## config.mk

```make
export PLATFORM = sky130hd
export DESIGN_NAME = wallace_reduce_pipe
export DESIGN_NICKNAME = d
export VERILOG_FILES = /design/src/rtl/wallace_pkg.sv /design/src/rtl/csa_row.sv /design/src/rtl/wallace_reduce_pipe.sv
export SDC_FILE = /design/constraint.sdc
export NUM_CORES = 1
export LEC_CHECK = 0
export BUFFER_PORTS_ARGS = -buffer_cell sky130_fd_sc_hd__buf_4
export CAP_MARGIN = 10
export CORE_ASPECT_RATIO = 0.5
export CORE_MARGIN = 1
export CORE_UTILIZATION = 40
export CTS_CLUSTER_SIZE = 12
export DETAILED_ROUTE_END_ITERATION = 16
export PLACE_DENSITY_LB_ADDON = 0.3
export SLEW_MARGIN = 20
export SYNTH_ARGS = -nofsm -noshare
export SYNTH_HDL_FRONTEND = slang
export SYNTH_SLANG_ARGS = --single-unit
```

## constraint.sdc

```tcl
create_clock -name clk -period 3.4 [get_ports clk]
set_clock_uncertainty 0.15 [all_clocks]
set_input_delay 0.17 -clock clk [delete_from_list [all_inputs] [get_ports clk]]
set_output_delay 0.17 -clock clk [all_outputs]
set_load 0.005 [all_outputs]
```

## src/rtl/wallace_pkg.sv

```systemverilog
// ---------------------------------------------------------------------------
// wallace_pkg
// Shared constants and types for the Booth multiplier reduction stage.
//   PP_W     : width of every partial-product row
//   NUM_PP   : number of radix-4 Booth partial products for an 8-bit operand
//   PP_SHIFT : bit distance between consecutive partial-product weights
//   LATENCY  : register stages between input acceptance and P
// align_pp() places partial product idx at its arithmetic weight, dropping
// anything pushed above the top bit (the product is taken modulo 2^PP_W).
// ---------------------------------------------------------------------------
package wallace_pkg;

    localparam int PP_W     = 16;
    localparam int NUM_PP   = 4;
    localparam int PP_SHIFT = 2;
    localparam int LATENCY  = 3;

    typedef logic [PP_W-1:0] pp_t;

    function automatic pp_t align_pp(input pp_t pp, input int idx);
        return pp_t'(pp << (PP_SHIFT * idx));
    endfunction

endpackage

```

## src/rtl/csa_row.sv

```systemverilog
// ---------------------------------------------------------------------------
// csa_row
// Parametrised-width 3:2 carry-save row. Each bit position is an independent
// full adder: sum is the XOR of the three inputs, carry is their majority.
// The carry output is NOT pre-shifted; the caller applies the x2 weight.
//   W        : row width
//   a_i/b_i/c_i : the three rows to compress
//   sum_o    : per-bit sum, weight 2^i
//   carry_o  : per-bit carry, weight 2^(i+1)
// ---------------------------------------------------------------------------
module csa_row #(
    parameter int W = 16
) (
    input  logic [W-1:0] a_i,
    input  logic [W-1:0] b_i,
    input  logic [W-1:0] c_i,
    output logic [W-1:0] sum_o,
    output logic [W-1:0] carry_o
);

    for (genvar gi = 0; gi < W; gi++) begin : g_fa
        assign sum_o[gi]   = a_i[gi] ^ b_i[gi] ^ c_i[gi];
        assign carry_o[gi] = (a_i[gi] & b_i[gi]) | (a_i[gi] & c_i[gi]) | (b_i[gi] & c_i[gi]);
    end

endmodule

```

## src/rtl/wallace_reduce_pipe.sv

```systemverilog
// ---------------------------------------------------------------------------
// wallace_reduce_pipe
// Reduction and final-add stage of the 8-bit radix-4 Booth multiplier.
// Three register stages:
//   S1 align    : rows W, X<<2, Y<<4, Z<<6
//   S2 compress : two CSA levels -> sum row and pre-shifted carry row
//   S3 CPA      : P = sum + carry (mod 2^16)
// Each stage advances when it is empty or the next stage advances, so bubbles
// collapse and the pipeline holds up to three results under backpressure.
// Data presented in cycle c (and accepted) is on P with out_valid in cycle c+3.
//
// Ports:
//   clk, rst            : clock, synchronous active-high reset
//   in_valid/in_ready   : input handshake (in_ready does not depend on in_valid)
//   W, X, Y, Z          : sign-extended unshifted partial products PP0..PP3
//   in_tag              : sideband tag (only with WALLACE_TAG_EN)
//   out_valid/out_ready : output handshake
//   P                   : 16-bit two's-complement product
//   out_tag             : tag aligned with P (only with WALLACE_TAG_EN)
//
// Optional feature macro: WALLACE_TAG_EN (carries in_tag alongside the data).
// ---------------------------------------------------------------------------
module wallace_reduce_pipe
    import wallace_pkg::*;
#(
    parameter int TAG_W = 4
) (
    input  logic             clk,
    input  logic             rst,
    input  logic             in_valid,
    output logic             in_ready,
    input  logic [15:0]      W,
    input  logic [15:0]      X,
    input  logic [15:0]      Y,
    input  logic [15:0]      Z,
`ifdef WALLACE_TAG_EN
    input  logic [TAG_W-1:0] in_tag,
    output logic [TAG_W-1:0] out_tag,
`endif
    output logic             out_valid,
    input  logic             out_ready,
    output logic [15:0]      P
);

    // ---------------- flow control ----------------
    logic v1_q, v2_q, v3_q;
    logic adv1, adv2, adv3;

    // Chain runs from the output backwards; in_valid never enters it.
    assign adv3     = !v3_q || out_ready;
    assign adv2     = !v2_q || adv3;
    assign adv1     = !v1_q || adv2;
    assign in_ready = adv1;

    always_ff @(posedge clk) begin
        if (rst) begin
            v1_q <= 1'b0;
            v2_q <= 1'b0;
            v3_q <= 1'b0;
        end else begin
            if (adv1) v1_q <= in_valid;
            if (adv2) v2_q <= v1_q;
            if (adv3) v3_q <= v2_q;
        end
    end

    // ---------------- S1: align ----------------
    pp_t pp_in [NUM_PP];
    pp_t row_d [NUM_PP];
    pp_t row_q [NUM_PP];

    assign pp_in[0] = W;
    assign pp_in[1] = X;
    assign pp_in[2] = Y;
    assign pp_in[3] = Z;

    for (genvar gi = 0; gi < NUM_PP; gi++) begin : g_align
        assign row_d[gi] = align_pp(pp_in[gi], gi);

        always_ff @(posedge clk) begin
            if (adv1) row_q[gi] <= row_d[gi];
        end
    end

    // ---------------- S2: compress ----------------
    pp_t s_a, c_a, c_a_sh, s_b, c_b;
    pp_t sb_q, cb_q;

    csa_row #(.W(PP_W)) u_csa_l1 (
        .a_i     (row_q[0]),
        .b_i     (row_q[1]),
        .c_i     (row_q[2]),
        .sum_o   (s_a),
        .carry_o (c_a)
    );

    // Carry bit 15 falls off here: it would only affect bit 16 and above.
    assign c_a_sh = {c_a[PP_W-2:0], 1'b0};

    csa_row #(.W(PP_W)) u_csa_l2 (
        .a_i     (s_a),
        .b_i     (c_a_sh),
        .c_i     (row_q[3]),
        .sum_o   (s_b),
        .carry_o (c_b)
    );

    always_ff @(posedge clk) begin
        if (adv2) begin
            sb_q <= s_b;
            cb_q <= {c_b[PP_W-2:0], 1'b0};
        end
    end

    // ---------------- S3: carry-propagate add ----------------
    pp_t p_d, p_q;

    assign p_d = sb_q + cb_q;

    // P is reset so the output reads zero after reset, not stale data.
    always_ff @(posedge clk) begin
        if (rst) begin
            p_q <= '0;
        end else if (adv3) begin
            p_q <= p_d;
        end
    end

    assign P         = p_q;
    assign out_valid = v3_q;

`ifdef WALLACE_TAG_EN
    // ---------------- tag sideband, same advance enables as the data ----------------
    logic [TAG_W-1:0] tag1_q, tag2_q, tag3_q;

    always_ff @(posedge clk) begin
        if (adv1) tag1_q <= in_tag;
        if (adv2) tag2_q <= tag1_q;
    end

    always_ff @(posedge clk) begin
        if (rst) begin
            tag3_q <= '0;
        end else if (adv3) begin
            tag3_q <= tag2_q;
        end
    end

    assign out_tag = tag3_q;
`endif

endmodule

```

==> metrics.md, run 1 <==
| Metric | Value |
|---|---|
| Run status | `finished, final reports clean` |
| Cell area after synthesis | `4140 sq um` |
| Leakage power | `2.37 nW` |
| Drt drc | `0` |
| Synth top area share | `0.580` |
| Finished Cell Area | `5650 sq um` |
| Total power | `3.20 mW` |
| Xor and xnor area share after synthesis | `0.0190` |
| Register area | `2780 sq um` |
| CTS buffer count | `9` |
| Post-CTS Resized | `0` |
| Worst-Skew Late Latency | `340 ps` |
| Min-Delay Path Class | `input port to register` |
| Post-Synth Adder-Cell Area | `0.150` |
| DP Area | `4830 sq um` |
| Tot GR Track Use | `0.146` |
| Via/cell ratio | `4.64` |
| Core area | `9730 sq um` |
| Compound-gate portion of the synthesized area | `0.0825` |
| Max-Cap Viols | `0` |
| Avg Synthesized Cell Area | `16.0 sq um` |
| Top post-synthesis cells by count | `edfxtp_1, fa_1, nand2_1` |
| Starting DRT DRC Count | `90` |
| Area leader, netlist | `edfxtp_1` |
| Count leader, synth | `edfxtp_1` |
| Die X | `146 um` |
| Clock sink count | `99` |
| Via count of the first global-routing pass | `2,599` |
| Setup Viol. Count Final | `0` |
| CTS tree | `yes` |
| Synth Area in Simple Gates | `0.0523` |
| Final period util | `0.703` |
| Clk pin slew, worst setup/hold paths | `70 ps` |
| Largest net degree at the start of global routing | `35` |
| Ys Warns | `0` |
| Area Overhead vs Synth | `36.5%` |
| Placed insts | `464` |
| Seq/Total Area, Yosys | `0.672` |
| H-tree Lvls | `3` |
| DRT Pass-1 Iters | `5` |
| Die span in y | `73.9 um` |
| PD cells | `567 nW/um^2` |
| ANT cells | `0` |
| Routability cong. | `0.811` |
| CP Class | `register to register` |
| Mux contribution to synthesized area | `0` |
| First-pass GRT wire length | `11,800 um` |
| Fin nets | `498` |
| Post-synth EDFFs | `80` |
| Fin. max-slew vios | `0` |
| Worst EP arrival | `2470 ps` |
| Min Hold Slack | `20.5 ps` |
| Post-Layout Cell Count | `533` |
| Worst-path cell with the longest stage delay | `fa_1` |
| Postcts setup bufs | `0` |
| Slack of the critical path | `1010 ps` |
| Final setup TNS | `0 ps` |
| Post-synth ARST share | `0` |
| Initial Util | `0.425` |
| Main synth FF type | `edfxtp_1` |
| Die ar. | `10,800 sq um` |
| CTS max path bufs | `2` |
| Max incr delay on CP | `450 ps` |
| Highest clock rate | `418 MHz` |
| Hold Vio Cnt, Final | `0` |
| Main combinational cell family by area after synthesis | `adder cells` |
| HPWL after DPL | `4810 um` |
| CP Cell Sequence | `ha_1, fa_1, a211oi_2, o21a_1, nor2_1, a21o_1, a211o_1` |
| Crit. End Element | `register` |
| Drt wl/cell | `13.4 um` |
| IO Port Bufs | `73` |
| CP max FO | `4` |
| Syn nets | `364` |
| Min Clock Period, post-route | `2390 ps` |
| Worst Path Required | `3480 ps` |
| Number of synthesized register bits | `99` |
| Via count | `2,473` |
| CP startpoint kind | `register` |
| Initial antenna violation count | `0` |
| Routed wire length | `7120 um` |
| Post-route ant nets | `0` |
| RSZ-0062 raised after global routing | `false` |
| Layout cells sized above 1 | `0.254` |
| I/O Pins | `86` |
| Max IR drop VDD | `0.272 mV` |
| Slew at the pin closest to its max-slew limit | `680 ps` |
| Place WS | `1020 ps` |
| Slew headroom | `0.547` |
| Post-synth cell types | `35` |
| Clock root buffer | `clkbuf_16` |
| Main area contributors after synthesis | `edfxtp_1, fa_1, dfxtp_1` |
| Synth Instances | `259` |
| Filler cells | `769` |
| Overflow after GRT | `0` |
| Hold-fix buffers, CTS | `53` |
| Core Rows | `25` |
| Core Util, Final | `0.581` |
| Area of the multi-input gates | `1260 sq um` |
layout make-up:
type,instances,area share
clock buffers,10,0.0443
repair buffers,129,0.195
well taps,135,0.0299
inverters,13,0.00864
multi-input cells,141,0.223
flip-flops and latches,99,0.492
clock inverters,6,0.00642
final timing paths:
path	from	endpoint	slack, ps	cells past startpoint
max	sb_q[4]	P[14]	1010	7
min	rst	P[11]	20	2
max reg2reg	sb_q[4]	P[14]	1010	7
min reg2reg	row_q[0][1]	sb_q[1]	270	0
sequential cells by signal, indices dropped and copies added (netlist names):
signal     count
out_valid      1
v1_q           1
row_q         52
cb_q          12
v2_q           1
sb_q          16
P             16
power breakdown:
part	leakage [nW]	switching (mW)	internal, mW
clock	0.148	0.427	0.538
sequential	1.01	0.0691	1.48
combinational	1.21	0.313	0.377
total	2.37	0.809	2.39
metal layers:
metal | wire (um) | vias up | GRT usage
met5 | 0 | - | 0
met4 | 128 | 0 | 0.0655
met3 | 255 | 14 | 0.0454
met2 | 3530 | 56 | 0.256
met1 | 3210 | 1188 | 0.170
li1 | - | 1215 | -
placed cells by master, fill, tap and decap left out, types with 2 or more instances in the layout:
master	netlist	layout
a211oi_2	2	2
nor2_1	9	9
fa_1	21	21
a21oi_1	19	19
ha_1	16	16
edfxtp_1	80	80
nand2b_1	2	2
xor2_1	2	2
a21o_2	3	3
nand3b_1	2	2
a21o_1	8	8
buf_4	0	76
o21ai_0	3	3
clkbuf_16	0	10
o211ai_1	2	2
o211ai_2	2	2
clkinv_2	0	3
a211oi_1	4	4
nand2_1	20	20
nand3_1	5	4
nor3b_1	2	2
a211o_1	2	2
inv_4	0	2
dfxtp_1	19	19
xnor2_1	7	7
inv_1	13	13
dlygate4sd3_1	0	53
critical path: cells and delay by family (launching register included):
family,cells,cell delay [ps]
and+or+nand+nor,1,70
AOI/OAI and AO/OA,4,990
adders and majority gates,2,710
DFF,1,370
cell families after synthesis:
group	count (synthesis)
AO/OA/AOI/OAI	49
XOR/XNOR	9
buffers and inverters	19
adder cells (fa/ha/maj)	37
flip-flops	99
AND/OR/NAND/NOR	46
Note: power is estimated with default switching activity, not from simulation.
==> inputs of run 2 (changes only) <==
- clock period: 3.4 -> 2.4 ns (I/O delays scaled with it)
==> run 2 against run 1 <==
  * Global-route usage fell by 0.083 points
  * Critical path depth did not move
  * Utilization rose by 0.62 points
  * First-iteration DRC count rose by 29%
  * Total power rose by 44%
  * Worst hold slack improved by 11 ps
  * Cell area rose by 1.1%
  * Largest power group unchanged
==> metrics.md, run 2 (synthesis gave the netlist of run 1 again) <==
| Metric | Value |
|---|---|
| Area of the multi-input gates | `1260 sq um (about the same)` |
| Most frequent cells in the layout | `edfxtp_1, buf_4, dlygate4sd3_1 (unchanged)` |
| Min Clock Period, post-route | `2260 ps (was 2390 ps)` |
| ANT cells | `0 (unchanged)` |
| Min-Delay Path Class | `input port to register (unchanged)` |
| Die ar. | `10,800 sq um (unchanged)` |
| Tot GR Track Use | `0.145 (was 0.146)` |
| Max incr delay on CP | `390 ps (was 450 ps)` |
| Worst reg-to-reg path cell count | `7 (unchanged)` |
| Worst-Skew Late Latency | `340 ps (about the same)` |
| Drt wl/cell | `13.1 um (was 13.4 um)` |
| Highest clock rate | `442 MHz (was 418 MHz)` |
| Clk pin slew, worst setup/hold paths | `70 ps (about the same)` |
| CP startpoint kind | `register (unchanged)` |
| Slew at the pin closest to its max-slew limit | `653 ps (was 680 ps)` |
| Slew headroom | `0.564 (was 0.547)` |
| Filler cells | `745 (was 769)` |
| Placed insts | `468 (was 464)` |
| Layout cells sized above 1 | `0.260 (was 0.254)` |
| Top reg by flops | `row_q (unchanged)` |
| Postcts setup bufs | `0 (unchanged)` |
| Hold Vio Cnt, Final | `0 (unchanged)` |
| Run status | `finished, final reports clean (unchanged)` |
| Max IR drop VDD | `0.356 mV (was 0.272 mV)` |
| CP delay by family, top | `compound AO/OA/AOI/OAI gates (unchanged)` |
| CTS tree | `yes (unchanged)` |
| Largest net degree at the start of global routing | `29 (was 35)` |
| Routed wire length | `7050 um (was 7120 um)` |
| Fin nets | `504 (was 498)` |
| Die span in y | `73.9 um (unchanged)` |
| Routability cong. | `0.805 (was 0.811)` |
| Via/cell ratio | `4.50 (was 4.64)` |
| Area Overhead vs Synth | `38.0% (was 36.5%)` |
| Post-route ant nets | `0 (unchanged)` |
| CP Cell Sequence | `ha_1, fa_2, a211oi_2, o21a_1, nor2_1, a21o_1, a211o_1 (was ha_1, fa_1, a211oi_2, o21a_1, nor2_1, a21o_1, a211o_1)` |
| Via count of the first global-routing pass | `2,558 (was 2,599)` |
| Finished Cell Area | `5710 sq um (was 5650 sq um)` |
| I/O Pins | `86 (unchanged)` |
| Core Rows | `25 (unchanged)` |
| Clock root buffer | `clkbuf_16 (unchanged)` |
| CTS max path bufs | `2 (unchanged)` |
| Final setup TNS | `0 ps (unchanged)` |
| DP Area | `4860 sq um (was 4830 sq um)` |
| IO Port Bufs | `73 (unchanged)` |
| Drt drc | `0 (unchanged)` |
| CTS buffer count | `9 (unchanged)` |
| HPWL after DPL | `4760 um (was 4810 um)` |
| CP max FO | `3 (was 4)` |
| Fin. max-slew vios | `0 (unchanged)` |
| Core Util, Final | `0.587 (was 0.581)` |
| Die X | `146 um (unchanged)` |
| Max FFs per register | `52 (unchanged)` |
| First-pass GRT wire length | `11,800 um (about the same)` |
| Clock sink count | `99 (unchanged)` |
| Crit. End Element | `register (unchanged)` |
| Initial antenna violation count | `0 (unchanged)` |
| PD cells | `806 nW/um^2 (was 567 nW/um^2)` |
| Overflow after GRT | `0 (unchanged)` |
| Core area | `9730 sq um (unchanged)` |
| CP Class | `register to register (unchanged)` |
| Via count | `2,423 (was 2,473)` |
| Worst EP arrival | `2350 ps (was 2470 ps)` |
| Worst-path cell with the longest stage delay | `fa_2 (was fa_1)` |
| Starting DRT DRC Count | `116 (was 90)` |
| Final period util | `0.942 (was 0.703)` |
| Hold Path Cell Cnt | `4 (was 2)` |
| H-tree Lvls | `3 (unchanged)` |
| RSZ-0062 raised after global routing | `false (unchanged)` |
| Worst Path Required | `2490 ps (was 3480 ps)` |
| Post-Layout Cell Count | `539 (was 533)` |
| Setup Viol. Count Final | `0 (unchanged)` |
| Leakage power | `2.39 nW (was 2.37 nW)` |
| Max-Cap Viols | `0 (unchanged)` |
| CP Depth | `7 (unchanged)` |
| DRT Pass-1 Iters | `4 (was 5)` |
| Register area | `2780 sq um (unchanged)` |
| WP buf/inv | `0 (unchanged)` |
| Initial Util | `0.425 (unchanged)` |
-- run 2: layout make-up --
type,instances,area share
clock buffers,10,0.0401
clock inverters,6,0.0114
inverters,13,0.00855
multi-input cells,141,0.222
flip-flops and latches,99,0.487
well taps,135,0.0296
repair buffers,135,0.202
-- run 2: repair_timing --
action | in CTS | in global routing
endpoints found under the setup margin | 0 | 1
hold endpoints to repair | 68 | 0
resized for setup | 0 | 1
hold buffers | 55 | 0
-- run 2: worst register-to-register path, cell delays in order, from the launching register on --
cell and delay, ps:
edfxtp_1 380, ha_1 270, fa_2 390, a211oi_2 270
o21a_1 170, nor2_1 70, a21o_1 210, a211o_1 250
-- run 2: stage by stage --
step                setup slack (ps)  hold slack, ps  total power, mW
floorplan                        189            68.9             2.80
detailed placement              67.0             149             3.16
finish                           139            32.0             4.60
global route                    36.4            40.2             4.86
global placement                 180             148             3.14
CTS                             51.9            15.1             4.66
-- run 2: routing by layer --
layer	share of wire	GRT usage
met1	0.45	0.171
met3	0.042	0.0466
met2	0.49	0.251
met4	0.018	0.0632
met5	0	0
-- run 2: path summary, 6_finish.rpt --
kind / slack, ps / to / from
worst max register to register: 140 / P[14] / sb_q[4]
worst min register to register: 270 / sb_q[1] / row_q[0][1]
worst min-delay path: 30 / P[11] / out_ready
worst max-delay path: 140 / P[14] / sb_q[4]
-- run 2: report_power, final --
group	total (mW)	switching [mW]	internal [mW]
Combinational	1.00	0.448	0.554
Clock	1.41	0.604	0.809
Sequential	2.19	0.0977	2.09
==> inputs of run 3 (changes only) <==
- ABC_AREA: not set -> 1
==> run 3 against run 2 <==
  * Utilization shrank 1.7 points
  * Clock-buffer cell count grew 1
  * Synthesized cell count is 27% higher
  * Worst setup slack gained 34 ps
  * First-iteration DRC count shrank 1.7%
  * Wire length rose by 4.9%
  * Worst hold slack improved by 250 ps
  * Sequential power hardly changed
  * Sequential share of layout area down 1.4 points
  * Non-clock buffer count fell by 4
  * Critical path depth increased by 2
  * Largest cell class unchanged
  * Largest power group unchanged
==> metrics.md, run 3 <==
| Metric | Value |
|---|---|
| Via count | `2,664 (was 2,423)` |
| Area Overhead vs Synth | `36.9% (was 38.0%)` |
| Die span in y | `75.3 um (was 73.9 um)` |
| CTS tree | `yes (unchanged)` |
| Run status | `finished, final reports clean (unchanged)` |
| Layout cells sized above 1 | `0.209 (was 0.260)` |
| Slew headroom | `0.706 (was 0.564)` |
| Via/cell ratio | `4.34 (was 4.50)` |
| Synth Instances | `330 (was 259)` |
| Clock root buffer | `clkbuf_16 (unchanged)` |
| Overflow after GRT | `0 (unchanged)` |
| CP Class | `input port to register (was register to register)` |
| Setup Viol. Count Final | `0 (unchanged)` |
| Top post-synthesis cells by count | `edfxtp_1, nand2_1, inv_1 (was edfxtp_1, fa_1, nand2_1)` |
| Synth top area share | `0.560 (was 0.580)` |
| DRT Pass-1 Iters | `4 (unchanged)` |
| Clock power frac | `0.305 (was 0.307)` |
| Hold Vio Cnt, Final | `0 (unchanged)` |
| Via count of the first global-routing pass | `2,705 (was 2,558)` |
| Seq/Total Area, Yosys | `0.648 (was 0.672)` |
| Die X | `149 um (was 146 um)` |
| Final setup TNS | `0 ps (unchanged)` |
| Xor and xnor area share after synthesis | `0.0204 (was 0.0190)` |
| Max IR drop VDD | `0.376 mV (was 0.356 mV)` |
| Cell area after synthesis | `4290 sq um (was 4140 sq um)` |
| Tot GR Track Use | `0.149 (was 0.145)` |
| Sequential share of power | `0.466 (was 0.475)` |
| RSZ-0062 raised after global routing | `false (unchanged)` |
| Ys Warns | `0 (unchanged)` |
| Reg-to-Reg Start | `out_valid (was sb_q[4])` |
| CP max FO | `26 (was 3)` |
| Post-synth cell types | `24 (was 35)` |
| P_int | `3.43 mW (was 3.46 mW)` |
| Die ar. | `11,200 sq um (was 10,800 sq um)` |
| Highest clock rate | `449 MHz (was 442 MHz)` |
| GR Layer Usage met3 | `0.0473 (was 0.0466)` |
| Clk pin slew, worst setup/hold paths | `70 ps (about the same)` |
| Most common cell after layout, fill and taps aside | `edfxtp_1` |
| Avg Synthesized Cell Area | `13.0 sq um (was 16.0 sq um)` |
| ANT cells | `0 (unchanged)` |
| Largest net degree at the start of global routing | `34 (was 29)` |
| Main area contributors after synthesis | `edfxtp_1, fa_1, dfxtp_1 (unchanged)` |
| First-pass GRT wire length | `12,200 um (was 11,800 um)` |
| Switching part of the total | `0.269 (was 0.250)` |
| Worst-Skew Late Latency | `340 ps (about the same)` |
| Top reg by flops | `row_q (unchanged)` |
| I/O Pins | `86 (unchanged)` |
| Mux contribution to synthesized area | `0 (unchanged)` |
| Post-route ant nets | `0 (unchanged)` |
| Drt wl/cell | `12.0 um (was 13.1 um)` |
| Core Rows | `26 (was 25)` |
| Fin. max-slew vios | `0 (unchanged)` |
| Postcts setup bufs | `0 (unchanged)` |
| Routability cong. | `0.820 (was 0.805)` |
| Worst Hold Launch | `row_q[0][1] (was out_ready)` |
| Min-Delay Path Class | `register to register (was input port to register)` |
| Worst EP arrival | `2360 ps (was 2350 ps)` |
| Most frequent cells in the layout | `edfxtp_1, buf_4, dlygate4sd3_1 (unchanged)` |
| Met1 GRT Util | `0.175 (was 0.171)` |
| Post-Synth Adder-Cell Area | `0.145 (was 0.150)` |
| PD cells | `799 nW/um^2 (was 806 nW/um^2)` |
| IO Port Bufs | `73 (unchanged)` |
| Clock sink count | `99 (unchanged)` |
| Worst Path Required | `2540 ps (was 2490 ps)` |
| Drt drc | `0 (unchanged)` |
| Routed wire length | `7400 um (was 7050 um)` |
| Comb pwr share | `0.228 (was 0.218)` |
| Initial Util | `0.416 (was 0.425)` |
| Max FFs per register | `52 (unchanged)` |
| Post-synth EDFFs | `80 (unchanged)` |
| Total power | `4.69 mW (was 4.60 mW)` |
| Fin nets | `574 (was 504)` |
| Number of synthesized register bits | `99 (unchanged)` |
| Max-Cap Viols | `0 (unchanged)` |
| Count leader, synth | `edfxtp_1 (unchanged)` |
| Switching power | `1.26 mW (was 1.15 mW)` |
| Grt met2 use | `0.262 (was 0.251)` |
| Post-synth ARST share | `0 (unchanged)` |
| CTS max path bufs | `2 (unchanged)` |
| Min Clock Period, post-route | `2230 ps (was 2260 ps)` |
| HPWL after DPL | `4830 um (was 4760 um)` |
| Initial antenna violation count | `0 (unchanged)` |
| Leakage power | `2.65 nW (was 2.39 nW)` |
| Area leader, netlist | `edfxtp_1 (unchanged)` |
| Core area | `10,300 sq um (was 9730 sq um)` |
| Most Crowded Layer GR | `met2 (unchanged)` |
| Main combinational cell family by area after synthesis | `adder cells (unchanged)` |
| Worst setup path startpoint | `out_ready (was sb_q[4])` |
| CTS buffer count | `9 (unchanged)` |
| CP startpoint kind | `input port (was register)` |
| H-tree Lvls | `3 (unchanged)` |
| Starting DRT DRC Count | `114 (was 116)` |
| Final period util | `0.928 (was 0.942)` |
| Synth Area in Simple Gates | `0.0976 (was 0.0523)` |
| Syn nets | `435 (was 364)` |
| Slew at the pin closest to its max-slew limit | `441 ps (was 653 ps)` |
| Compound-gate portion of the synthesized area | `0.0358 (was 0.0825)` |
| Crit. End Element | `register (unchanged)` |
| Main synth FF type | `edfxtp_1 (unchanged)` |
==> run 3: logic make-up (layout without fill, tap and decap cells) <==
| kind of cell | count (synthesis) | after routing |
|---|---|---|
| simple gates | 99 | 99 |
| flops | 99 | 99 |
| buf+inv | 57 | 201 |
| compound gates | 28 | 28 |
| xor+xnor | 10 | 10 |
| fa+ha+maj | 37 | 37 |
==> run 3: layout make-up <==
cell class	count	area, sq um
fillers	842	4440
flip-flops and latches	99	2780
multi-input cells	174	1290
repair buffers	131	1120
clock buffers	11	264
inverters	54	205
well taps	140	175
clock inverters	5	41.3
==> run 3: per-stage QoR <==
step | hold slack, ps | std cells | utilization | setup slack [ps] | instance area (sq um)
CTS | 273 | 614 | 0.569 | 76.4 | 5870
floorplan | 39.1 | 330 | - | 447 | 4300
global route | 285 | 614 | 0.570 | 23.3 | 5880
finish | 278 | 614 | 0.570 | 174 | 5880
detailed placement | 149 | 543 | 0.486 | 409 | 5010
global placement | 149 | 543 | 0.486 | 428 | 5010
==> run 3: layer usage <==
layer | share of wire | routed length [um]
met3 | 0.038 | 281
met5 | 0 | 0
met4 | 0.011 | 82
met1 | 0.46 | 3390
met2 | 0.49 | 3640
==> run 3: worst max-delay path, stage by stage <==
cell and delay [ps]:
dlygate4sd3_1 540, buf_4 140, nor2_4 230, inv_4 160, nor2_2 170, nand2_2 70, buf_4 220, a21oi_1 150
dlygate4sd3_1 550
==> run 3: final timing paths <==
check	end	slack (ps)	depth (start not counted)
min reg2reg	sb_q[1]	280	0
min	sb_q[1]	280	0
max reg2reg	v1_q	260	8
max	v1_q	170	9
==> run 3: power groups by stage <==
stage | logic, mW | registers (mW) | clock network (mW)
finish | 1.07 | 2.19 | 1.43
global route | 1.25 | 2.21 | 1.55
CTS | 1.08 | 2.19 | 1.48
detailed placement | 1.01 | 2.23 | 0
global placement | 0.997 | 2.22 | 0
floorplan | 0.651 | 2.22 | 0
==> run 3: repair_timing <==
action | CTS | global route
resized for setup | 0 | 3
endpoints found under the setup margin | 0 | 2
hold buffers | 55 | 0
hold endpoints to repair | 59 | 0
